**config.mk**
```make
export PLATFORM = sky130hd
export DESIGN_NAME = serial_alu_seq
export DESIGN_NICKNAME = d
export VERILOG_FILES = /design/src/rtl/serial_alu_seq.sv
export SDC_FILE = /design/constraint.sdc
export NUM_CORES = 1
export LEC_CHECK = 0
export ABC_AREA = 0
export ABC_CLOCK_PERIOD_IN_PS = 1900
export CAP_MARGIN = 20
export CELL_PAD_IN_SITES_DETAIL_PLACEMENT = 0
export CELL_PAD_IN_SITES_GLOBAL_PLACEMENT = 2
export CORE_UTILIZATION = 32
export CTS_BUF_LIST = sky130_fd_sc_hd__clkbuf_2
export CTS_CLUSTER_DIAMETER = 30
export CTS_CLUSTER_SIZE = 30
export DETAILED_ROUTE_END_ITERATION = 10
export HOLD_SLACK_MARGIN = 0.08
export PLACE_DENSITY_LB_ADDON = 0.1
export SYNTH_ARGS = -nofsm -noshare
export SYNTH_HDL_FRONTEND = slang
export SYNTH_SLANG_ARGS = --single-unit
export TNS_END_PERCENT = 1
```
**constraint.sdc**
```tcl
create_clock -name clk -period 1.9 [get_ports clk]
set_clock_uncertainty 0.15 [all_clocks]
set_input_delay 0.19 -clock clk [delete_from_list [all_inputs] [get_ports clk]]
set_output_delay 0.19 -clock clk [all_outputs]
set_load 0.01 [all_outputs]
```
**src/rtl/serial_alu_seq.sv**
```systemverilog
// serial_alu_seq
// Bit-serial N-bit ALU sequencer built around one 1-bit ALU slice with a
// registered carry/borrow chain bit. An operand pair and opcode are accepted
// through a valid/ready handshake. The operands are then walked LSB-first,
// one bit per clock, and the N-bit result is presented with carry/borrow
// and zero flags.
//
// state | meaning
// IDLE  | start_ready=1, waiting for start_valid
// RUN   | one slice evaluation per cycle, bit[cnt]
// DONE  | outputs just loaded, done=1 for this cycle
//
// Ports:
//   clk          rising-edge clock
//   reset        synchronous active-high reset
//   start_valid  request to start an operation
//   start_ready  high only in IDLE
//   op           opcode (ADD SUB INC DEC AND OR XOR NOT), sampled on acceptance
//   a, b         operands, sampled on acceptance
//   result       registered result
//   cout         final carry (ADD/INC) or borrow (SUB/DEC), 0 for logic ops
//   zero         result == 0
//   done         one-cycle pulse when result/cout/zero update
module serial_alu_seq #(
  parameter int WIDTH = 8
) (
  input  logic             clk,
  input  logic             reset,
  input  logic             start_valid,
  output logic             start_ready,
  input  logic [2:0]       op,
  input  logic [WIDTH-1:0] a,
  input  logic [WIDTH-1:0] b,
  output logic [WIDTH-1:0] result,
  output logic             cout,
  output logic             zero,
  output logic             done
);

  localparam int CW = $clog2(WIDTH);
  localparam logic [CW-1:0] LAST = CW'(WIDTH - 1);

  localparam logic [2:0] OP_ADD = 3'b000;
  localparam logic [2:0] OP_SUB = 3'b001;
  localparam logic [2:0] OP_INC = 3'b010;
  localparam logic [2:0] OP_DEC = 3'b011;
  localparam logic [2:0] OP_AND = 3'b100;
  localparam logic [2:0] OP_OR  = 3'b101;
  localparam logic [2:0] OP_XOR = 3'b110;

  typedef enum logic [1:0] {
    IDLE = 2'd0,
    RUN  = 2'd1,
    DONE = 2'd2
  } state_t;

  state_t           state;
  logic [2:0]       op_r;
  logic [WIDTH-1:0] a_sh;
  logic [WIDTH-1:0] b_sh;
  logic [WIDTH-1:0] res_sh;
  logic             chain;
  logic [CW-1:0]    cnt;

  logic             abit;
  logic             bbit;
  logic             sbit;
  logic             cnext;
  logic [WIDTH-1:0] res_next;

  assign start_ready = (state == IDLE);

  // 1-bit slice. INC/DEC reuse the ADD/SUB chains with b zeroed at
  // acceptance and the chain bit preset to 1.
  always_comb begin
    abit  = a_sh[0];
    bbit  = b_sh[0];
    sbit  = 1'b0;
    cnext = 1'b0;
    case (op_r)
      OP_ADD, OP_INC: begin
        sbit  = abit ^ bbit ^ chain;
        cnext = (abit & bbit) | (chain & (abit ^ bbit));
      end
      OP_SUB, OP_DEC: begin
        sbit  = abit ^ bbit ^ chain;
        cnext = (~abit & bbit) | (~(abit ^ bbit) & chain);
      end
      OP_AND:  sbit = abit & bbit;
      OP_OR:   sbit = abit | bbit;
      OP_XOR:  sbit = abit ^ bbit;
      default: sbit = ~abit;
    endcase
    // result bits enter at the MSB so that after WIDTH shifts bit 0 is LSB
    res_next = {sbit, res_sh[WIDTH-1:1]};
  end

  always_ff @(posedge clk) begin
    if (reset) begin
      state  <= IDLE;
      op_r   <= 3'b000;
      a_sh   <= '0;
      b_sh   <= '0;
      res_sh <= '0;
      chain  <= 1'b0;
      cnt    <= '0;
      result <= '0;
      cout   <= 1'b0;
      zero   <= 1'b0;
      done   <= 1'b0;
    end else begin
      case (state)
        IDLE: begin
          done <= 1'b0;
          if (start_valid) begin
            op_r   <= op;
            a_sh   <= a;
            b_sh   <= ((op == OP_INC) || (op == OP_DEC)) ? '0 : b;
            chain  <= (op == OP_INC) || (op == OP_DEC);
            res_sh <= '0;
            cnt    <= '0;
            state  <= RUN;
          end
        end
        RUN: begin
          a_sh   <= a_sh >> 1;
          b_sh   <= b_sh >> 1;
          res_sh <= res_next;
          chain  <= cnext;
          if (cnt == LAST) begin
            // outputs load together with the last slice evaluation
            result <= res_next;
            cout   <= cnext;
            zero   <= (res_next == '0);
            done   <= 1'b1;
            state  <= DONE;
          end else begin
            cnt <= cnt + 1'b1;
          end
        end
        DONE: begin
          done  <= 1'b0;
          state <= IDLE;
        end
        default: state <= IDLE;
      endcase
    end
  end

endmodule

```
* Word-level counts from Yosys, hierarchy flattened
Cells that the tools add are included.
Word-level totals: output and inout bits 12, register bits after elaboration 44, word-level logic and storage cells 72, input bits 22
Operators by class: eq/ne operators 14, bitwise logic cells 11, mux-type cells 19, reduce and logical (&&, ||, !) cells 16, add/subtract/negate cells 1
Operator list (count):
- 8-bit one-hot mux with 2 select lines | 3
- 8-bit two-way mux | 4
- 3-bit by 2-bit equality test with 1-bit output, second input constant | 4
- 3-bit equality test, second input constant | 4
- 2-bit AND reduction | 5
- 8-bit logical NOT | 1
- 3-bit two-way mux | 2
- 2-bit != test, second input constant | 3
- 1-bit one-hot mux with 2 select lines | 3
- 3-bit one-hot mux with 2 select lines | 1
- 2-bit OR reduction | 3
- 1-bit AND | 4
- 2-bit two-way mux | 2
- 1-bit one-hot mux with 4 select lines | 1
- 2-bit one-hot mux with 2 select lines | 1
- 2-bit nonzero test | 2
- 4-bit OR reduction | 1
- 3-bit by 1-bit adder with 3-bit output, second input constant | 1
- 3-bit by 1-bit equality test with 1-bit output, second input constant | 1
- 3-bit logical NOT | 1
- 1-bit bitwise OR | 3
- 3-bit AND reduction | 1
- 2-bit by 1-bit equality test with 1-bit output, second input constant | 1
- 2-bit equality test, second input constant | 1
- 5 further kinds | 8

* Logic depth before layout (Yosys ltp)
depth in word-level cells 6, depth in mapped cells 7, gate-level depth less buffers 5

* Least setup slack after synthesis
No wires, ideal clock.
path kind register to register, from reg cnt[0], to reg zero, required time 1.634 ns, buffers on the path 2, library setup time 0.116 ns, period minus slack after synthesis 1.675 ns, stages on the path, launching flop included 8, data arrival time 1.409 ns, setup slack 0.225 ns, cells stage by stage dfxtp_1 -> ha_1 -> ha_1 -> clkbuf_1 -> and3b_1 -> buf_2 -> nor3b_1 -> a41o_1
Between the ends: cells in the longest elaborated chain, start to end 2
Ends and longest elaborated chain:
- start: declaration | line 63 | logic [CW-1:0] cnt;
- start signal: assignment | line 138 | cnt <= cnt + 1'b1;
- 3-bit equality test | line 130 | if (cnt == LAST) begin
- 2-bit AND reduction (no source line)
- end signal: assignment | line 134 | zero <= (res_next == '0);
- end: declaration | line 36 | output logic zero,
Every way passes these cells. A chain may end at the register's enable or synchronous reset.

* Worst setup path after layout
from reg a_sh[0], to reg chain
Between the ends: cells in the longest elaborated chain, start to end 6, elaborated cells between the ends (all ways) 11, classes of those cells mux: 2; bitwise: 9
Ends and longest elaborated chain:
- start: declaration | line 59 | logic [WIDTH-1:0] a_sh;
- start signal: assignment | line 126 | a_sh <= a_sh >> 1;
- 1-bit XOR | line 83, 87
- 1-bit inverter | line 87 | cnext = (~abit & bbit) | (~(abit ^ bbit) & chain);
- 1-bit AND | line 87
- 1-bit bitwise OR | line 87
- 1-bit one-hot mux with 2 select lines (*) | line 80 | case (op_r)
- 1-bit one-hot mux with 2 select lines (*) | line 112 | case (state)
- end signal: assignment | line 119 | chain <= (op == OP_INC) || (op == OP_DEC);
- end signal: assignment | line 129 | chain <= cnext;
- end: declaration | line 62 | logic chain;
Mark *: on every way between the ends. The rest lies on a longest branch, timed or not.

==> results.yml <==
logic_synthesis:
  yosys_warnings: 0
  synthCells: 219
  synth_edf_count: 0
  ys.flop_type: "dfxtp_1"
  synth_fp_nets: 247
  synthTopCellsByArea: "dfxtp_1 45%, a21oi_1 7.3%, a22oi_1 5.5%"
  yosysSeqAreaShare: 0.4491
  syn_avg_cell_area_sq_um: 8.753
  netlist_top_cells_count: "43 x dfxtp_1, 28 x a21oi_1, 22 x nor2_1"
  yosys.cell_types.count: 35
  synth_top_area_cell: "dfxtp_1"
  async_flop_share: 0
  synth.most_common_cell: "dfxtp_1"
  yosys.area.top_type_share: 0.4491
  syn_area_sq_mm: 0.001917
  ys_ff_latch: 43
floorplan:
  die_h_um: 79.40
  fp.coreArea_sq_mm: 0.005642
  boundaryPins: 34
  die_area_sq_mm: 0.006304
  start_util: 0.3398
  dieWidth_um: 79.40
  rows: 27
placement:
  dp_slack_ns: 0.1037
  gp_congestion: 0.7195
  io_buffer_count: 33
  placed_cell_area_sq_mm: 0.002371
  hpwl_mm: 3.031
power:
  ir_worst_vdd_mv: 0.3287
  p_sw_frac: 0.2363
  internal_power_mw: 1.425
  finalPower_mw: 1.866
  p_comb_frac: 0.127
  clkPwrFrac: 0.356
  netSwitchingPower_mw: 0.4408
  p_leak_nw: 0.9016
  power_density_mw_per_mm2: 755.0
  p_seq_frac: 0.517
critical_path:
  r2r_cells: 5
  cp_max_fo: 4
  r2r_start: "a_sh[0]"
  required_ns: 2.04
  crit_type: "register to register"
  max_stage_delay_ns: 0.45
  rr_endpoint: "chain"
  path_cells: "inv_1 -> fa_1 -> mux2_2 -> nand3b_1 -> a311oi_1"
  cp-start-kind: "register"
  end_kind: "register"
  ff2ff_setup_slack_ns: 0.19
  slowest_stage: "dfxtp_1"
  worstPathArrival_ns: 1.85
flow_run:
  cap_violations: 0
global_routing:
  overflow: 0
  met2_usage: 0.2379
  grt_max_degree: 23
  grt_pass1_vias: 1509
  grtUsageMet3: 0.04457
  grt.busiest_layer: "met2"
  grt_usage: 0.1518
  grtUsageMet1: 0.2010
  grt_pass1_wl_mm: 7.389
  antenna_found_initial: 0
clock_network:
  hold_buffers: 0
  cts_max_path_buffers: 2
  h-tree-depth: 2
  clk_pin_slew_ns: 0.22
  cts_root_buf: "clkbuf_2"
  clkSinkCount: 43
  cts_tree: "done"
  clk_latency_ns: 0.41
  cts_inserted_buffers: 5
cells_and_area:
  multi_input_area_sq_um: 962.2
  seq_area_sq_um: 864.6
  num-nets-final: 281
  fin_area_sq_mm: 0.002471
  area_growth_pct: 28.92
  diodes: 0
  n_fill_cell: 554
  layout-drive-gt1-share: 0.1024
sta:
  rsz0062_at_grt: "false"
  period_needed_ns: 1.709
  slew_violations: 0
  min_period_over_period: 0.8996
  fmax_mhz: 585.1
  worst_hold_slack_ns: 0.1516
  tns_ns: 0
  setup_viol_count_final: 0
  slew_headroom: 0.6876
  fin_ws_ns: 0.1908
  final-hold-violation-count: 0
  tightestPinTransition_ns: 0.4671
drt:
  drtIter0Drc: 87
  drt_wl_total_mm: 4.347
  drcViolationCount: 0
  firstDrtPassIters: 4
  num_vias: 1635
  drt-wirelength-per-cell_um: 13.33
  vias_per_cell: 5.015
  ant_nets: 0
worst_hold_path:
  hp-start: "b[6]"
  hold_path_depth: 3
  hold_end: "b_sh[6]"
  worstHoldPathType: "input pin to register"
outcome:
  status: "complete, no violations"
==> worst max-delay path by stage <==
| stage | from | endpoint | slack [ns] | cells after the start |
|---|---|---|---|---|
| floorplan | cnt[0] | zero | 0.22 | 7 |
| global placement | start_valid | a_sh[0] | 0.14 | 4 |
| detailed placement | start_valid | a_sh[0] | 0.10 | 4 |
| CTS | state[1] | start_ready | 0.15 | 2 |
| global route | state[1] | start_ready | 0.03 | 2 |
| finish | a_sh[0] | chain | 0.19 | 5 |
==> placed cells by master, fill, tap and decap left out, drive strengths merged, types with 6 or more instances in the layout <==
cell type and count:
nand2 20, nor2 22, nand2b 9, nor3 9, dfxtp 43, clkdlybuf4s50 32
a21oi 28, or3b 7, a22oi 14, clkbuf 6, nand3 7, buf 12
==> layer usage <==
metal / up-vias / wire length (um) / share of wire
met2: 34 / 1925 / 0.44
met5: - / 0 / 0
met4: 0 / 37 / 0.0085
li1: 833 / - / -
met3: 5 / 194 / 0.045
met1: 763 / 2190 / 0.50
==> cell type report <==
| class | instances | share of cell area |
|---|---|---|
| multi-input cells | 156 | 0.3894 |
| clock buffers | 6 | 0.01215 |
| inverters | 2 | 0.003038 |
| flip-flops and latches | 43 | 0.3499 |
| repair buffers | 45 | 0.1848 |
| well taps | 72 | 0.03646 |
| clock inverters | 2 | 0.02430 |
==> through the flow <==
stage | utilization | cells
finish | 0.4380 | 326
global route | 0.4380 | 326
CTS | 0.4380 | 326
detailed placement | 0.4203 | 317
global placement | 0.4203 | 317
floorplan | - | 219
==> power by group through the flow <==
stage | Combinational (mW) | Sequential [mW] | Clock [mW]
2_1_floorplan | 0.141 | 0.976 | 0
3_5_place_dp | 0.232 | 0.986 | 0
6_report | 0.236 | 0.965 | 0.665
4_1_cts | 0.238 | 0.965 | 0.685
5_1_grt | 0.263 | 0.972 | 0.728
3_3_place_gp | 0.228 | 0.984 | 0
==> worst max-delay path: cells and delay by family (launching register included) <==
| family | cells | cell delay [ns] |
|---|---|---|
| multiplexers | 1 | 0.29 |
| flip-flops | 1 | 0.45 |
| AO/OA/AOI/OAI | 1 | 0.09 |
| adder cells (fa/ha/maj) | 1 | 0.40 |
| AND/OR/NAND/NOR | 1 | 0.09 |
| buffers and inverters | 1 | 0.12 |
==> repair_timing <==
item,in CTS,in global routing
endpoints found under the setup margin,1,0
buffers inserted,1,0
gates resized for setup,3,0
==> kinds of logic after synthesis <==
logic type,Yosys count,share of synthesized area
AND/OR/NAND/NOR,89,0.2428
AO/OA/AOI/OAI,55,0.1795
flip-flops,43,0.4491
buffers and inverters,20,0.04896
multiplexers,6,0.03264
adder cells (fa/ha/maj),6,0.04700
==> registers in the layout (all words and copies together) (netlist names), 2 cells and up <==
name    count
res_sh      7
state       2
op_r        3
b_sh        8
cnt         3
result      8
a_sh        8
Note: power is estimated with default switching activity, not from simulation.
==> variant 1: new RTL, same settings <==
Re-encode `state_t` (3 states) as one-hot, 3 bits wide.
--- a/src/rtl/serial_alu_seq.sv
+++ b/src/rtl/serial_alu_seq.sv
@@ -48,10 +48,10 @@
   localparam logic [2:0] OP_OR  = 3'b101;
   localparam logic [2:0] OP_XOR = 3'b110;
 
-  typedef enum logic [1:0] {
-    IDLE = 2'd0,
-    RUN  = 2'd1,
-    DONE = 2'd2
+  typedef enum logic [2:0] {
+    IDLE = 3'b001,
+    RUN  = 3'b010,
+    DONE = 3'b100
   } state_t;
 
   state_t           state;
Check against the original RTL: no difference found for any inputs over 10 cycles, from zero or initial values and one cycle with reset high; not proved beyond that.
==> variant 1 against the unedited design <==
Power is 5.7% lower; design area rose by 1.9%; routed wire length rose by 4.8%; area after synthesis rose by 3.2%; largest cell class unchanged; sequential cell count grew 1; sequential share of layout area grew 0.25 points; fmax decreased by 4.0%; critical path type unchanged; setup slack worse by 0.070 ns; cell count grew 4.0%; highest routed layer unchanged.
==> variant 1: results (changes against the unedited design) <==
- Outcome: finished clean (unchanged)
- Mux contribution to synthesized area: 0.0215 (was 0.0326)
- Post-Syn Instances: 226 (was 219)
- Largest net degree at the start of global routing: 29 (was 23)
- Grt met2 use: 0.251 (was 0.238)
- M3 GR Usage: 0.0330 (was 0.0446)
- Met3 routed WL: 116 um (was 194 um)
- Synth Net Count: 254 (was 247)
- Tot GR Track Use: 0.152 (about the same)
- Slowest-stage cell, CP: or3b_2 (was dfxtp_1)
- Worst-path fanout max: 3 (was 4)
- Metal2 WL: 2110 um (was 1930 um)
- Launch point of the worst reg-to-reg path: cnt[0]$_SDFFE_PP0P_ (was a_sh[0]$_SDFFE_PP0P_)
- Per-cell routed wire length: 13.4 um (was 13.3 um)
- # port buffers: 33 (unchanged)
- Reg-to-reg setup timing slack: 0.12 ns (was 0.19 ns)
- Fillers: 609 (was 554)
- Hold EP: op_r[0]$_SDFFE_PP0P_ (was b_sh[6]$_SDFFE_PP0P_)
- Min Hold Slack: 0.155 ns (was 0.152 ns)
- Placement Setup Slack: -0.0152 ns (was 0.104 ns)
- Min Tclk post-route: 1.78 ns (was 1.71 ns)
- Routed met1 length: 2290 um (was 2190 um)
- Pwr Density: 699 mW/mm2 (was 755 mW/mm2)
- Compound-Gate Fraction of Synth Area: 0.166 (was 0.180)
- HPWL Detailed: 3240 um (was 3030 um)
- Hold_sp: op[0] (was b[6])
- Top post-synthesis cells by area: dfxtp_1 45%, nand2_1 9.3%, a21oi_1 5.6% (was dfxtp_1 45%, a21oi_1 7.3%, a22oi_1 5.5%)
- Final RePlAce weighted congestion: 0.755 (was 0.720)
- CP Capture Point: cnt[0]$_SDFFE_PP0P_ (was chain$_SDFFE_PP0P_)
- Hold depth: 3 (unchanged)
- Synth cell types: 39 (was 35)
- Slew margin rel.: 0.598 (was 0.688)
- Post-synthesis adder-cell area fraction: 0.0455 (was 0.0470)
- Post-layout nets: 291 (was 281)
- Critical path's top delay family: simple AND/OR/NAND/NOR gates (was flip-flops)
- Seq/Total Area, Yosys: 0.445 (was 0.449)
- XOR/XNOR share of the synthesized area: 0 (unchanged)
- Placed Cells: 331 (was 317)
- Met1 usage: 0.194 (was 0.201)
- Wire length of the first global-routing pass: 7620 um (was 7390 um)
- Crit Reg-Reg Endpoint: cnt[0]$_SDFFE_PP0P_ (was chain$_SDFFE_PP0P_)
- Leak: 0.906 nW (was 0.902 nW)
- Placed instance area: 0.00244 mm2 (was 0.00237 mm2)
- DR vias: 1684 (was 1635)
- 1st-iter DRT viols: 73 (was 87)
- Worst VDD drop: 0.000381 V (was 0.000329 V)
- Async set-reset flop share out of synthesis: 0 (unchanged)
- Post-cts sizing count: 4 (was 3)
- Layout cells sized above 1: 0.129 (was 0.102)
- Worst EP arrival: 1.94 ns (was 1.85 ns)
- Non-filler cells, final: 339 (was 326)
- Yosys warns: 0 (unchanged)
- Postcts setup bufs: 0 (was 1)
- Vias in the first global route: 1644 (was 1509)
- Synth top cells by count: 49 x nand2_1, 44 x dfxtp_1, 22 x a21oi_1 (was 43 x dfxtp_1, 28 x a21oi_1, 22 x nor2_1)
-- variant 1: cell count changes in the layout (fill, tap and decap cells not counted), sizes merged, moves of 4 or more --
cell / unedited run / this run
nand2: 20 / 49
nor2: 22 / 4
a22oi: 14 / 0
a311oi: 1 / 10
a21oi: 28 / 22
a221o: 0 / 5
or3b: 7 / 2
buf: 12 / 16
-- variant 1: where the power goes --
| group | switching, mW | leakage [nW] | internal (mW) |
|---|---|---|---|
| logic | 0.112 | 0.504 | 0.125 |
| clock network | 0.302 | 0.0430 | 0.226 |
| registers | 0.0326 | 0.359 | 0.962 |
| total | 0.447 | 0.906 | 1.31 |
-- variant 1: tightest hold or removal path, cell delays in order --
cell             delay (ns)
clkdlybuf4s50_1        0.39
nand2_1                0.06
a21oi_1                0.05
-- variant 1: area by class of cell --
class | instances | share of cell area
inverters | 5 | 0.00746
clock inverters | 2 | 0.0139
clock buffers | 6 | 0.0119
multi-input cells | 158 | 0.394
repair buffers | 49 | 0.183
well taps | 75 | 0.0373
flip-flops and latches | 44 | 0.352
==> variant 2: new RTL, same flow settings <==
Without the edit above. `WIDTH`: 8 -> 32.
--- a/src/rtl/serial_alu_seq.sv
+++ b/src/rtl/serial_alu_seq.sv
@@ -22,7 +22,7 @@
 //   zero         result == 0
 //   done         one-cycle pulse when result/cout/zero update
 module serial_alu_seq #(
-  parameter int WIDTH = 8
+  parameter int WIDTH = 32
 ) (
   input  logic             clk,
   input  logic             reset,
Interface: changed (resized a, b and result); port bits go from 34 to 106. No check against the original RTL was run, so the function may have changed too.
==> variant 2 against the unedited design <==
Power rose to 2.9 times the old value; sequential power rose to 3.2 times the old value; fmax fell by 3.8%; design area rose to 3.1 times the old value; count of clock-buffer cells in the layout rose by 15; utilization rose by 0.54 points; worst hold slack improved by 0.011 ns; routed wire length rose to 3.3 times the old value; setup slack got worse by 0.068 ns; area after synthesis rose to 3.0 times the old value; sequential cell count rose by 98; cell count rose to 3.1 times the old value; critical path type unchanged; largest cell class is now registers.
==> variant 2: results (changes against the unedited design) <==
- Outcome: finished clean (unchanged)
- Clock Latency Late Sink: 0.67 ns (was 0.41 ns)
- Crit Reg-Reg Endpoint: result[23]$_SDFFE_PP0P_ (was chain$_SDFFE_PP0P_)
- Hold depth: 4 (was 3)
- Reg-to-reg setup timing slack: 0.12 ns (was 0.19 ns)
- Tot GR Track Use: 0.161 (was 0.152)
- Grt met2 use: 0.255 (was 0.238)
- Switching part of the total power: 0.264 (was 0.236)
- Placement Setup Slack: 0.00548 ns (was 0.104 ns)
- Worst EP arrival: 2.24 ns (was 1.85 ns)
- Leak: 3.04 nW (was 0.902 nW)
- Largest net degree at the start of global routing: 53 (was 23)
- Htree depth: 4 (was 2)
- Worst-margin pin slew: 0.556 ns (was 0.467 ns)
- Synth Net Count: 704 (was 247)
- HPWL Detailed: 9030 um (was 3030 um)
- Seq/Total Area, Yosys: 0.497 (was 0.449)
- Vias/cell: 5.06 (was 5.02)
- Metal2 WL: 6480 um (was 1930 um)
- Initial antenna violation count: 1 (was 0)
- Vias in the first global route: 4850 (was 1509)
- Worst-path fanout max: 33 (was 4)
- Biggest regs: a_sh x32, b_sh x32, result x32 (was a_sh x8, b_sh x8, result x8)
- Final Worst Setup Slack: 0.123 ns (was 0.191 ns)
- Total iterations of the first detailed-routing run: 5 (was 4)
- Post-layout nets: 841 (was 281)
- XOR/XNOR share of the synthesized area: 0.00309 (was 0)
- P_int: 3.96 mW (was 1.42 mW)
- M3 GR Usage: 0.0415 (was 0.0446)
- Non-filler cells, final: 1002 (was 326)
- P_clk: 1.48 mW (was 665 uW)
- Min Hold Slack: 0.162 ns (was 0.152 ns)
- Layout cells sized above 1: 0.143 (was 0.102)
- R2R depth: 7 (was 5)
- Final RePlAce weighted congestion: 0.731 (was 0.720)
- CP startpoint: cnt[1]$_SDFFE_PP0P_ (was a_sh[0]$_SDFFE_PP0P_)
- 1st-iter DRT viols: 350 (was 87)
- Num CTS Buffers: 17 (was 5)
- Top post-synthesis cells by area: dfxtp_1 50%, nor2_1 7.0%, a21oi_1 5.9% (was dfxtp_1 45%, a21oi_1 7.3%, a22oi_1 5.5%)
- Fillers: 1727 (was 554)
- Post-synthesis adder-cell area fraction: 0.0159 (was 0.0470)
- Synth cell types: 37 (was 35)
variant 2: cell count changes after synthesis, moves of 27 or more:
cell,change
a21oi_1,+39
a222oi_1,+31
dfxtp_1,+98
nand2_1,+50
nor2_1,+84
nor2b_1,+27
variant 2: cell type report:
type / count / area, um2 / share of cell area
flip-flops and latches: 141 / 2860 / 0.372
multi-input cells: 420 / 2560 / 0.333
repair buffers: 177 / 1770 / 0.230
well taps: 225 / 282 / 0.0367
clock buffers: 21 / 105 / 0.0137
clock inverters: 9 / 72.6 / 0.00946
inverters: 8 / 30.0 / 0.00392
diodes: 1 / 2.50 / 0.000326
variant 2: what timing repair did:
action,4_1_cts,5_1_grt
buffers inserted,1,0
gates resized for setup,60,7
hold buffers,46,0
endpoints found under the setup margin,36,27
hold endpoints to repair,141,0
gates cloned,0,0
variant 2: worst register-to-register path, cell delays in order, from the launching register on:
cell and delay, ns:
dfxtp_2 0.39, ha_1 0.17, and3_1 0.16, ha_1 0.23, and2_1 0.20, buf_12 0.20
nand2_1 0.09, a21oi_1 0.13
